`src/rtl/game_ctrl.sv`:
```
// TOM-JERRY game sequencer: title, round init, play, round-end pause, match end.
// Tracks round wins and drives the freeze/reset/screen controls for the datapath.
module game_ctrl #(
  parameter int RST_CYCLES      = 2,
  parameter int END_HOLD_CYCLES = 120_000_000,
  parameter int WIN_ROUNDS      = 3
) (
  input  logic       clk,
  input  logic       rst_n,
  input  logic       btn_start,
  input  logic [1:0] gameover,
  output logic       game_rst,
  output logic       freeze,
  output logic [1:0] screen,
  output logic [3:0] tom_score,
  output logic [3:0] jerry_score,
  output logic [1:0] last_winner
);

  localparam int MAXN = (RST_CYCLES > END_HOLD_CYCLES)
                        ? RST_CYCLES : END_HOLD_CYCLES;
  localparam int CW   = $clog2(MAXN + 1);

  localparam logic [CW-1:0] RST_LOAD = CW'(RST_CYCLES - 1);
  localparam logic [CW-1:0] END_LOAD = CW'(END_HOLD_CYCLES - 1);
  localparam logic [3:0]    WIN_N    = 4'(WIN_ROUNDS);

  typedef enum logic [2:0] {
    IDLE,
    INIT,
    PLAY,
    ROUND_END,
    MATCH_END
  } state_t;

  state_t        state, state_nx;
  logic [CW-1:0] cnt, cnt_nx;
  logic [3:0]    tom_nx, jerry_nx;
  logic [1:0]    lw_nx;
  logic          start_q;
  logic          start_pe;

  // start_q resets high so a button held through reset is not an edge
  assign start_pe = btn_start & ~start_q;

  always_ff @(posedge clk or negedge rst_n) begin
    if (!rst_n) begin
      state       <= IDLE;
      cnt         <= '0;
      tom_score   <= '0;
      jerry_score <= '0;
      last_winner <= '0;
      start_q     <= 1'b1;
    end else begin
      state       <= state_nx;
      cnt         <= cnt_nx;
      tom_score   <= tom_nx;
      jerry_score <= jerry_nx;
      last_winner <= lw_nx;
      start_q     <= btn_start;
    end
  end

  always_comb begin
    state_nx = state;
    cnt_nx   = cnt;
    tom_nx   = tom_score;
    jerry_nx = jerry_score;
    lw_nx    = last_winner;
    unique case (state)
      IDLE: begin
        if (start_pe) begin
          tom_nx   = '0;
          jerry_nx = '0;
          lw_nx    = '0;
          cnt_nx   = RST_LOAD;
          state_nx = INIT;
        end
      end
      INIT: begin
        if (cnt == '0) state_nx = PLAY;
        else           cnt_nx   = cnt - 1'b1;
      end
      PLAY: begin
        if (gameover != 2'b00) begin
          // both bits set counts as a catch
          if (gameover[1]) begin
            lw_nx = 2'b10;
            if (tom_score != 4'hF) tom_nx = tom_score + 1'b1;
          end else begin
            lw_nx = 2'b01;
            if (jerry_score != 4'hF) jerry_nx = jerry_score + 1'b1;
          end
          cnt_nx   = END_LOAD;
          state_nx = ROUND_END;
        end
      end
      ROUND_END: begin
        if (cnt != '0) begin
          cnt_nx = cnt - 1'b1;
        end else if (tom_score == WIN_N || jerry_score == WIN_N) begin
          state_nx = MATCH_END;
        end else begin
          cnt_nx   = RST_LOAD;
          state_nx = INIT;
        end
      end
      MATCH_END: begin
        if (start_pe) state_nx = IDLE;
      end
      default: state_nx = IDLE;
    endcase
  end

  always_comb begin
    game_rst = 1'b0;
    freeze   = 1'b1;
    screen   = 2'd0;
    unique case (state)
      IDLE:      screen = 2'd0;
      INIT: begin
        game_rst = 1'b1;
        screen   = 2'd1;
      end
      PLAY: begin
        freeze = 1'b0;
        screen = 2'd1;
      end
      ROUND_END: screen = 2'd2;
      MATCH_END: screen = 2'd3;
      default:   screen = 2'd0;
    endcase
  end

endmodule

```
`config.mk`:
```
export PLATFORM = sky130hd
export DESIGN_NAME = game_ctrl
export DESIGN_NICKNAME = d
export VERILOG_FILES = /design/src/rtl/game_ctrl.sv
export SDC_FILE = /design/constraint.sdc
export NUM_CORES = 1
export LEC_CHECK = 0
export CAP_MARGIN = 15
export CORE_ASPECT_RATIO = 1.25
export CORE_MARGIN = 5
export CORE_UTILIZATION = 58
export DETAILED_ROUTE_END_ITERATION = 8
export PLACE_DENSITY_LB_ADDON = 0.2
export REMOVE_ABC_BUFFERS = 1
export SLEW_MARGIN = 40
export SYNTH_ARGS = -nofsm -noshare
export SYNTH_HDL_FRONTEND = slang
export SYNTH_SLANG_ARGS = --single-unit
```
`constraint.sdc`:
```
create_clock -name clk -period 3.1 [get_ports clk]
set_clock_uncertainty 0.15 [all_clocks]
set_input_delay 0.62 -clock clk [delete_from_list [all_inputs] [get_ports clk]]
set_output_delay 0.62 -clock clk [all_outputs]
set_load 0.01 [all_outputs]
```
# Word-level counts from Yosys, hierarchy flattened

Cells that the tools add are included.

Memories kept: 0
Output and inout bits: 14
Input port bits: 5
Bits in latches: 0
Memory bits (writable): 0
Word-level logic and storage cells: 72
Bits in read-only memories: 0
Flip-flop bits (word level): 41

Add/sub/neg operators: 3
Reduce and logical (&&, ||, !) cells: 13
Mux-type cells: 29
Equal/unequal tests: 19
Multipliers: 0
Div/mod/pow operators: 0
Order comparisons: 0
Shift-type cells: 0
Bitwise logic cells: 2

Operators with widths:

| kind                    | number |
|---|---|
| $mux W27                | 5 |
| $pmux W27 S4            | 1 |
| $mux W4                 | 7 |
| $logic_not A27 Y1       | 1 |
| $reduce_bool A27 Y1     | 1 |
| $sub A27 B1 Y27 const B | 1 |
| $ne A2 B2 Y1 const B    | 10 |
| $reduce_and A5 Y1       | 4 |
| $mux W3                 | 6 |
| $pmux W4 S2             | 2 |
| $pmux W3 S5             | 1 |
| $add A4 B1 Y4 const B   | 2 |
| $eq A4 B2 Y1 const B    | 2 |
| $ne A4 B4 Y1 const B    | 2 |
| $eq A3 B2 Y1 const B    | 2 |
| $mux W2                 | 3 |
| $pmux W2 S3             | 1 |
| $pmux W2 S2             | 1 |
| $reduce_bool A2 Y1      | 2 |
| $reduce_bool A4 Y1      | 1 |
| $eq A3 B1 Y1 const B    | 1 |
| $eq A3 B3 Y1 const B    | 1 |
| $logic_not A3 Y1        | 1 |
| $ne A3 B3 Y1 const B    | 1 |
| 6 further kinds         | 7 |

# Logic depth before layout (Yosys ltp)

Depth after elaboration: 5
Mapped depth: 9
Depth with buffers taken out: 7

# Worst setup path after synthesis

No wires, ideal clock.

Path type: reg-to-reg
Start point: register cnt[9]
End point: register cnt[25]
Data arrival time: 2307 ps
Library setup time: 80 ps
Path buffers: 0
Clock period less this slack: 2538 ps
Path slack: 562 ps
Data required time: 2870 ps
Stages on the path, launching flop included: 6
Cells stage by stage: dfrtp_1 -> or4_4 -> or4_4 -> or4_4 -> o31a_1 -> o211ai_2

Word-level cells in the longest chain between the ends: 3
Elaborated cells between the ends (all ways): 9
Those cells by class: add/sub: 1; eq/ne: 2; mux: 3; reduce/logical: 3

Ends and longest elaborated chain:

| what                                              | line    | source |
|---|---|---|
| start: declaration                                | 37      | `logic [CW-1:0] cnt, cnt_nx;` |
| start signal: assignment                          | 56      | `cnt <= cnt_nx;` |
| $sub A27 B1 Y27, or another cell as far along     | 82, 100 |  |
| $mux W27, or another cell as far along            | 99      | `if (cnt != '0) begin` |
| $pmux W27 S4 or $reduce_and A5 Y1 (tied branches) | -       |  |

Several ways; a longest one is shown, not always the timed one. The select of a mux whose other input is x is not followed.
A chain may end at the register's enable or synchronous reset.

# Worst setup path in the final report

Start point: register cnt[2]
End point: register cnt[25]

Same word-level chain as after synthesis.

==> results.toml <==
[global_routing]
grt_pass1_wl_um = 11100
antenna_found_initial = 0
first_global_vias = 2390
grt_max_degree = 42
track_usage = 0.229
overflow = 0

[setup_path]
cp_num_cells = 5
crit_slowest_cell = "or4_1"
end_kind = "flop"
worst_ep_arrival_time_ns = 2.79
critical-path-max-stage-delay_ns = 0.72
worstPathCellList = "or4_1, or4_4, or4_4, o31a_1, o211ai_2"
rrSetupSlack_ns = 0.39
crit_family = "simple AND/OR/NAND/NOR gates"
r2r-end = "cnt[25]$_DFFE_PN0P_"
timing.rr.start = "cnt[2]$_DFFE_PN0P_"
crit_path_start_kind = "flop"
r2r_cells = 5
required_ns = 3.18
crit_buf_inv = 0
crit_type = "reg2reg"
cpMostUsedCell = "or4_4"
crit_fanout = 9

[floorplan]
io_pins = 19
die_h_um = 84.1
dieArea_um2 = 5830
fp.coreArea_um2 = 4320
core.rowCount = 27
initial_core_util = 0.590
die_w_um = 69.3

[min_path]
worstHoldPathType = "in2async"

[logic_synthesis]
synth_fa_ha_area_frac = 0.0196
synth_compound_area_frac = 0.248
synth_top_family_by_area = "simple AND/OR/NAND/NOR gates"
ys_ff_latch = 41
synth_xor_area_frac = 0.0103
ys_seq_area_frac = 0.403
async_flop_share = 1.00
synthSimpleGateAreaFrac = 0.263
synth_edf_count = 0
syn_area_um2 = 2550
synth_warnings = 0
syn_inst = 291
synth_area_per_cell_um2 = 8.76
synth_top_flop_cell = "dfrtp_1"
muxShareOfSynthArea = 0.00442
synth_cell_type_count = 53

[placed_design]
place.gp.congestion = 0.878
hpwl_um = 4410
placedCellCount = 362
port_buffers = 18

[detailed_routing]
drc = 0
dr.pass1.iters = 5
wl_per_cell_um = 17.8
viasPerCell = 6.56
antenna_left = 0
via_count = 2413
wirelength_um = 6540
first_iter_violations = 155

[sta]
max_freq_mhz = 369
finalSetupViolations = 0
period_share = 0.874
worst_pin_slew_ns = 0.679
final.min_clock_period_ns = 2.71
drv_slew = 0
rsz0062_at_grt = "false"
fin_tns_setup_ns = 0
finalHoldViolCount = 0
maxSlewHeadroom = 0.544

[layout]
fin_cells = 368
layout.nets = 320
register_area_um2 = 1030
synthToLayoutAreaGrowth_pct = 12.7
nFillCells = 385
multiInputGateArea_um2 = 1390
drive_above_1_share = 0.126
diodes = 0

[cts]
clk_latency_ns = 0.30
cts-buffers-inserted = 5
htree_levels = 2
cts.sinks = 41
clockBufferDepth = 2
cts_tree = "done"
cts_setup_buffers = 0
cts-resized-gates = 0
root_buffer = "clkbuf_8"
clkTransAtPathRegs_ns = 0.07
holdBufCountCts = 0

[power]
irDropWorstVdd_v = 0.000520
p_per_area_nw_per_um2 = 669
p_leak_nw = 1.15

[job]
max-cap-violations = 0

[run_status]
outcome = "complete, no violations"
layout by cell type (no fill, tap or decap), types with 5 or more instances in the layout:
cell type | netlist | final
a21oi_1 | 16 | 16
o2bb2ai_1 | 6 | 6
nand2_1 | 23 | 23
nand3_1 | 11 | 11
and2_1 | 10 | 10
a31oi_1 | 14 | 14
o31ai_1 | 12 | 11
dfrtp_1 | 40 | 40
inv_1 | 10 | 10
nor2_1 | 24 | 24
o211ai_1 | 5 | 5
buf_4 | 0 | 13
clkdlybuf4s50_1 | 0 | 17
nor3_1 | 12 | 12
o21ai_0 | 19 | 19
clkbuf_8 | 2 | 5
o22ai_1 | 5 | 5
through the flow:
stage               area [µm²]  hold WS [ns]  power, mW  worst slack, ns  utilization
floorplan                 2450         0.174       1.38            0.286            -
global placement          2800         0.312       1.55            0.348        0.647
detailed placement        2800         0.340       1.58            0.266        0.647
CTS                       2870         0.173       1.90            0.423        0.664
global route              2870         0.200       2.05            0.316        0.664
finish                    2870         0.147       1.92            0.391        0.664
synth_stat cells (2+ instances only):
cell        n  share of area
xnor2_1     2         0.0069
and2_1     10          0.025
a41oi_1     4          0.014
or3b_2      2         0.0069
o21ai_0    19          0.037
o2bb2ai_1   6          0.021
nand2b_1    2         0.0049
nor2_1     24          0.035
nor3b_1     2         0.0059
o221ai_1    3          0.010
or4_1       4          0.012
nand4b_1    2         0.0069
o31ai_1    12          0.035
or4_4       3          0.013
nand4_1     3         0.0074
a31oi_1    14          0.034
or4bb_1     2         0.0088
nor2b_1     2         0.0049
dfrtp_1    40           0.39
nor3_1     12          0.024
and3_2      2         0.0059
nor4_2      2         0.0098
o21a_1      2         0.0059
nand3_1    11          0.022
o211ai_1    5          0.015
o22ai_1     5          0.012
ha_1        4          0.020
clkbuf_1   12          0.018
a21oi_1    16          0.031
or2_2       3         0.0074
or3_1       3         0.0074
nor4_1      3         0.0074
clkbuf_8    2          0.011
nand2_1    23          0.034
or3_2       2         0.0059
inv_1      10          0.015
o31a_1      2         0.0069
registers in the layout, summed over array words and instances (netlist names):
name and flops:
cnt 27, tom_score 4, start_q 1, jerry_score 4, state 3, last_winner 2
kinds of logic after synthesis:
logic type               Yosys count
buffers and inverters             27
AO/OA/AOI/OAI                     95
XOR/XNOR                           3
multiplexers                       1
AND/OR/NAND/NOR                  120
adder cells (fa/ha/maj)            4
flip-flops                        41
layout make-up:
class / instances / share of cell area
inverters: 10 / 0.0131
multi-input cells: 223 / 0.485
well taps: 58 / 0.0253
clock buffers: 5 / 0.0240
flip-flops and latches: 41 / 0.358
clock inverters: 1 / 0.00174
repair buffers: 30 / 0.0932
how the worst max path moves through the flow:
stage | from | endpoint | slack, ns
2_1_floorplan | cnt[15]$_DFFE_PN0P_ | cnt[0]$_DFFE_PN0P_ | 0.29
3_3_place_gp | gameover[1] | tom_score[3]$_DFFE_PN0P_ | 0.35
3_5_place_dp | btn_start | tom_score[2]$_DFFE_PN0P_ | 0.27
4_1_cts | cnt[2]$_DFFE_PN0P_ | cnt[25]$_DFFE_PN0P_ | 0.42
5_1_grt | cnt[2]$_DFFE_PN0P_ | cnt[25]$_DFFE_PN0P_ | 0.32
6_report | cnt[2]$_DFFE_PN0P_ | cnt[25]$_DFFE_PN0P_ | 0.39
power breakdown:
| group | switching, mW | internal [mW] | total (mW) | leakage, nW |
|---|---|---|---|---|
| Sequential | 0.195 | 0.698 | 0.892 | 0.529 |
| Combinational | 0.388 | 0.315 | 0.702 | 0.586 |
| Clock | 0.179 | 0.148 | 0.327 | 0.0399 |
| Total | 0.761 | 1.16 | 1.92 | 1.15 |
metal layers:
metal / track usage / part of all wire / vias to the layer above
met1: 0.271 / 0.41 / 1151
met3: 0.0491 / 0.065 / 27
met2: 0.389 / 0.50 / 101
met5: 0 / 0 / -
met4: 0.119 / 0.028 / 0
li1: - / - / 1134
No activity file was read; power rests on OpenSTA's default activity.
